<file path="config.mk">
export PLATFORM = sky130hd
export DESIGN_NAME = memory_arbiter
export DESIGN_NICKNAME = d
export VERILOG_FILES = /design/src/rtl/memory_arbiter.sv
export SDC_FILE = /design/constraint.sdc
export NUM_CORES = 1
export LEC_CHECK = 0
export CAP_MARGIN = 40
export CORE_MARGIN = 10
export CORE_UTILIZATION = 25
export CTS_BUF_LIST = sky130_fd_sc_hd__clkbuf_4
export CTS_CLUSTER_DIAMETER = 120
export CTS_CLUSTER_SIZE = 40
export DETAILED_ROUTE_END_ITERATION = 8
export DONT_BUFFER_PORTS = 1
export PLACE_DENSITY = 0.49
export SYNTH_ARGS = -nofsm -noshare
export SYNTH_HDL_FRONTEND = slang
export SYNTH_SLANG_ARGS = --single-unit
</file>
<file path="constraint.sdc">
create_clock -name CLK -period 3.4 [get_ports CLK]
set_input_delay 0.51 -clock CLK [delete_from_list [all_inputs] [get_ports CLK]]
set_output_delay 0.51 -clock CLK [all_outputs]
set_load 0.01 [all_outputs]
</file>
<file path="src/rtl/memory_arbiter.sv">
`timescale 1ns/1ps
// memory_arbiter: shares one RAM port between an instruction reader and a data reader/writer.
// Build option ARB_FAIR_EN: alternate grants under contention instead of always favouring data.
module memory_arbiter #(
    parameter int unsigned TIMEOUT = 255
) (
    input  logic        CLK,
    input  logic        RST,
    // instruction requester
    input  logic        iREN,
    input  logic [31:0] iaddr,
    output logic        iwait,
    output logic [31:0] iload,
    // data requester
    input  logic        dREN,
    input  logic        dWEN,
    input  logic [31:0] daddr,
    input  logic [31:0] dstore,
    output logic        dwait,
    output logic [31:0] dload,
    // shared RAM port
    output logic        ramREN,
    output logic        ramWEN,
    output logic [31:0] ramaddr,
    output logic [31:0] ramstore,
    input  logic [31:0] ramload,
    input  logic        ram_ready,
    // status
    output logic        timeout,
    output logic [1:0]  state_dbg
);

    // Handshake: a requester holds its REN/WEN (and address/data) high while its wait
    // output is 1; the access is done in the one cycle where wait drops to 0 with the
    // request still high. ram_ready=1 means the RAM finishes the presented access now.

    typedef enum logic [1:0] {
        IDLE  = 2'd0,
        IBUSY = 2'd1,
        DBUSY = 2'd2
    } state_t;

    localparam logic [15:0] CNT_LAST = 16'(TIMEOUT - 1);

    state_t      state;
    logic [15:0] cnt;
    logic        ren_q;
    logic        wen_q;
    logic [31:0] addr_q;
    logic [31:0] store_q;
    logic        timeout_q;

    logic        i_pend;
    logic        d_pend;
    logic        grant_d;
    logic        grant_i;
    logic        busy;
    logic        done;
    logic        expire;
    logic        i_cmpl;
    logic        d_cmpl;

    assign i_pend = iREN;
    assign d_pend = dREN | dWEN;

`ifdef ARB_FAIR_EN
    // last_d = 1 when the most recent grant went to the data side
    logic last_d;

    assign grant_d = d_pend && (!i_pend || !last_d);

    always_ff @(posedge CLK or posedge RST) begin
        if (RST) begin
            last_d <= 1'b0;
        end else if (state == IDLE) begin
            if (grant_d) begin
                last_d <= 1'b1;
            end else if (grant_i) begin
                last_d <= 1'b0;
            end
        end
    end
`else
    assign grant_d = d_pend;
`endif

    assign grant_i = i_pend && !grant_d;
    assign busy    = (state == IBUSY) || (state == DBUSY);
    assign done    = busy && ram_ready;
    assign expire  = busy && !ram_ready && (cnt == CNT_LAST);

    always_ff @(posedge CLK or posedge RST) begin
        if (RST) begin
            state     <= IDLE;
            cnt       <= '0;
            ren_q     <= 1'b0;
            wen_q     <= 1'b0;
            addr_q    <= '0;
            store_q   <= '0;
            timeout_q <= 1'b0;
        end else begin
            case (state)
                IDLE: begin
                    if (grant_d) begin
                        state   <= DBUSY;
                        cnt     <= '0;
                        ren_q   <= !dWEN;
                        wen_q   <= dWEN;
                        addr_q  <= daddr;
                        store_q <= dWEN ? dstore : 32'd0;
                    end else if (grant_i) begin
                        state   <= IBUSY;
                        cnt     <= '0;
                        ren_q   <= 1'b1;
                        wen_q   <= 1'b0;
                        addr_q  <= iaddr;
                        store_q <= '0;
                    end
                end
                IBUSY, DBUSY: begin
                    // RAM port registers are cleared on exit so IDLE drives all zeros
                    if (done || expire) begin
                        state   <= IDLE;
                        cnt     <= '0;
                        ren_q   <= 1'b0;
                        wen_q   <= 1'b0;
                        addr_q  <= '0;
                        store_q <= '0;
                        if (expire) begin
                            timeout_q <= 1'b1;
                        end
                    end else begin
                        cnt <= cnt + 16'd1;
                    end
                end
                default: begin
                    state   <= IDLE;
                    cnt     <= '0;
                    ren_q   <= 1'b0;
                    wen_q   <= 1'b0;
                    addr_q  <= '0;
                    store_q <= '0;
                end
            endcase
        end
    end

    // a requester that dropped its request mid-grant gets no data and no wait pulse
    assign i_cmpl = (state == IBUSY) && ram_ready && iREN;
    assign d_cmpl = (state == DBUSY) && ram_ready && d_pend;

    assign iwait = iREN && !i_cmpl;
    assign iload = i_cmpl ? ramload : 32'd0;
    assign dwait = d_pend && !d_cmpl;
    assign dload = d_cmpl ? ramload : 32'd0;

    assign ramREN    = ren_q;
    assign ramWEN    = wen_q;
    assign ramaddr   = addr_q;
    assign ramstore  = store_q;
    assign timeout   = timeout_q;
    assign state_dbg = state;

endmodule

</file>
==> impl_metrics.py <==
metrics = {
    "drt": {
        "totalWireLength_mm": 14.26,
        "first_iter_violations": 175,
        "vias": 3303,
        "post-route-drc-count": 0,
        "ant_nets": 0,
        "routedWlPerCell_um": 21.67,
        "drt-pass1-iter-count": 4,
        "via_per_inst": 5.020,
    },
    "worst_setup_path": {
        "r2r_cells": 7,
        "cp-endpoint": "iload[4]",
        "end_kind": "output pin",
        "path_class": "flip-flop to output pin",
        "cp_slowest_stage_delay_ns": 0.61,
        "worstReg2RegStart": "state_dbg[1]",
        "worstSetupPathDepth": 4,
        "cp_num_buf_inv": 1,
        "crit_required_ns": 2.89,
        "crit_arrival_ns": 2.17,
        "critPathTopFamily": "simple AND/OR/NAND/NOR gates",
        "start_kind": "flip-flop",
        "reg2reg_to": "cnt[15]",
        "startpoint": "state_dbg[1]",
        "r2r_slack_ns": 0.94,
        "crit_chain": "inv_1 -> ha_1 -> and3_1 -> and2_1",
        "worst-path-max-fanout": 32,
        "cpMaxStageDelayCell": "and3_1",
    },
    "synth": {
        "syn_area_sq_mm": 0.004433,
        "yosysWarnings": 0,
        "syn_area_per_cell_sq_um": 10.05,
        "yosysTopAreaCell": "dfrtp_1",
        "synth_top_area_share_pct": 47.98,
        "synthCells": 441,
        "synthTopCellsByArea": "dfrtp_1, and2_1, mux2_2",
        "ys_seq_area_share_pct": 47.98,
        "yosys.cell_types.count": 41,
        "ys_ff_latch": 85,
        "synth_nets": 580,
    },
    "finish": {
        "fillerInstances": 1833,
        "diodes": 0,
        "final_cells": 658,
        "seqCellArea_sq_mm": 0.002127,
        "final_nets": 567,
        "utilization_pct": 27.71,
        "multi_input_area_sq_mm": 0.002147,
        "area_delta_synth_final_pct": 8.496,
        "layout-drive-gt1-share_pct": 14.78,
    },
    "timing": {
        "skew_ns": 0.01354,
        "fmax_ghz": 0.3730,
        "slew_headroom_pct": 40.03,
        "setup_tns_ns": 0,
        "setup_violations": 0,
        "fin_crit_ns": 2.681,
        "rsz0062_at_grt": "no",
        "finalMaxSlewViolations": 0,
        "period_share_pct": 78.85,
        "hold_viol_final": 0,
        "tightest_slew_ns": 0.8963,
    },
    "flow_run": {
        "drv_cap": 0,
    },
    "grt": {
        "grt_pass1_vias": 3512,
        "track_usage_pct": 11.57,
        "antenna_found_initial": 0,
        "grt_pass1_wl_mm": 21.80,
        "grt_remaining_overflow": 0,
        "grt_max_degree": 63,
    },
    "clocking": {
        "cts_resized": 0,
        "cts_hold_buf": 0,
        "path_clk_slew_ns": 0.14,
        "cts_tree": "built",
        "postCtsSetupRepairBufs": 0,
        "cts_sinks": 85,
        "clk_root_buffer_cell": "clkbuf_4",
        "clockBufferDepth": 2,
        "numCtsBuffers": 9,
        "htree_levels": 3,
        "clk_latency_ns": 0.45,
    },
    "place": {
        "dp.final_hpwl_mm": 11.22,
        "port_buffers": 0,
        "place.gp.congestion": 0.7473,
        "placed_cells": 642,
    },
    "power": {
        "powerDensity_mw_per_mm2": 714.4,
        "p_sw_share_pct": 43.42,
        "p_switching_uw": 1492,
        "power_frac_clock_pct": 18.1,
        "comb_power_share_pct": 31.0,
        "peakVddDrop_v": 0.0002767,
        "p_total_uw": 3436,
        "intPower_uw": 1944,
        "seqPwrFrac_pct": 50.8,
        "p_leak_uw": 0.002061,
    },
    "status": {
        "outcome": "complete, no violations",
    },
    "die": {
        "rows": 48,
        "fp.dieW_um": 153.2,
        "die_h_um": 153.2,
        "initial_core_util_pct": 25.54,
        "core_sq_mm": 0.01736,
        "pin_count": 269,
        "die_area_sq_mm": 0.02346,
    },
    "worst_hold_path": {
        "hold_path.class": "input pin to asynchronous set/reset pin",
    },
}
-- metal layers --
layer / wire length (um) / GRT usage (%) / vias up
met1: 5227 / 12.35 / 1565
met5: 0 / 0 / -
met2: 7122 / 19.91 / 208
met4: 164 / 3.270 / 0
li1: - / - / 1517
met3: 1745 / 5.499 / 13
-- stage by stage --
step,area (sq um),setup slack (ns),hold slack [ns]
floorplan,4433,0.6965,0.5111
global placement,4659,0.9737,0.5442
detailed placement,4659,0.9304,0.5507
CTS,4810,0.6364,0.02851
global route,4810,0.5058,0.05036
finish,4810,0.7190,0.03978
-- cell type report --
class / count / share of cell area, %
Multi-Input combinational cell: 317 / 44.64
Sequential cell: 85 / 44.22
Tap cell: 225 / 5.853
Clock inverter: 7 / 1.717
Timing Repair Buffer: 9 / 1.665
Clock buffer: 9 / 1.405
Inverter: 6 / 0.4943
-- synth_stat cells (all sizes together) --
library cell and instances:
a22o 34, or3 1, and4bb 1, or4 3, buf 12, nand2b 3
nand4b 1, and3 3, nor3b 1, inv 6, nand3 6, or2 1
o21ai 67, xor2 5, mux2 32, dfrtp 85, nor2b 1, and4 3
o22ai 2, or4b 1, o21bai 1, nor3 3, clkbuf 21, nand2 40
a32o 1, nand4 4, ha 5, o22a 1, nor2 13, a21boi 1
a21oi 8, o31ai 3, and2 64, a41oi 1, nor4b 2, xnor2 2
a21o 3
-- placed cells by master, fill, tap and decap left out, types with 4 or more instances in the layout --
cell type  instances
o21ai_0           64
a21oi_1            8
inv_1              5
buf_4              8
clkbuf_4           9
ha_1               5
mux2_2            32
nand4_1            4
nand2_1           40
and2_1            64
dfrtp_1           85
a22o_1            34
xor2_1             5
nand3_1            6
nor2_1            11
-- power by group through the flow --
stage | clock network (uW) | registers [uW] | logic, uW
2_1_floorplan | 0 | 1640 | 884
5_1_grt | 702 | 1790 | 1210
3_3_place_gp | 0 | 1790 | 1060
3_5_place_dp | 0 | 1780 | 1100
6_report | 622 | 1750 | 1070
4_1_cts | 661 | 1770 | 1090
-- logic make-up (layout without fill, tap and decap cells) --
family | count (synthesis) | after routing | synth area share [%]
AO/OA/AOI/OAI | 122 | 122 | 17.61
XOR/XNOR | 7 | 7 | 1.383
adder cells (fa/ha/maj) | 5 | 5 | 1.411
buffers and inverters | 39 | 31 | 4.262
flip-flops | 85 | 85 | 47.98
multiplexers | 32 | 32 | 8.129
AND/OR/NAND/NOR | 151 | 151 | 19.22
-- worst min path at each step --
stage                              end  depth (start not counted)  slack (ns)   start
final                     ramstore[14]                          1        0.04     RST
after global routing      ramstore[20]                          1        0.05     RST
after CTS                 ramstore[14]                          1        0.03     RST
after detailed placement        cnt[0]                          1        0.55  cnt[0]
after global placement          cnt[9]                          2        0.54  cnt[9]
after floorplan                 cnt[7]                          2        0.51  cnt[7]
-- worst register-to-register path: cells and delay by family (launching register included) --
kind            cells  cell delay [ns]
flops               1             0.49
fa+ha+maj           1             0.21
simple gates        3             1.14
buf+inv             2             0.39
compound gates      1             0.16
-- flip-flops by register name, summed over array words and instances, names as in the netlist --
signal,flops
cnt,16
ramREN,1
ramWEN,1
ramaddr,32
ramstore,32
state_dbg,2
timeout,1
No activity file was read; power rests on OpenSTA's default activity.
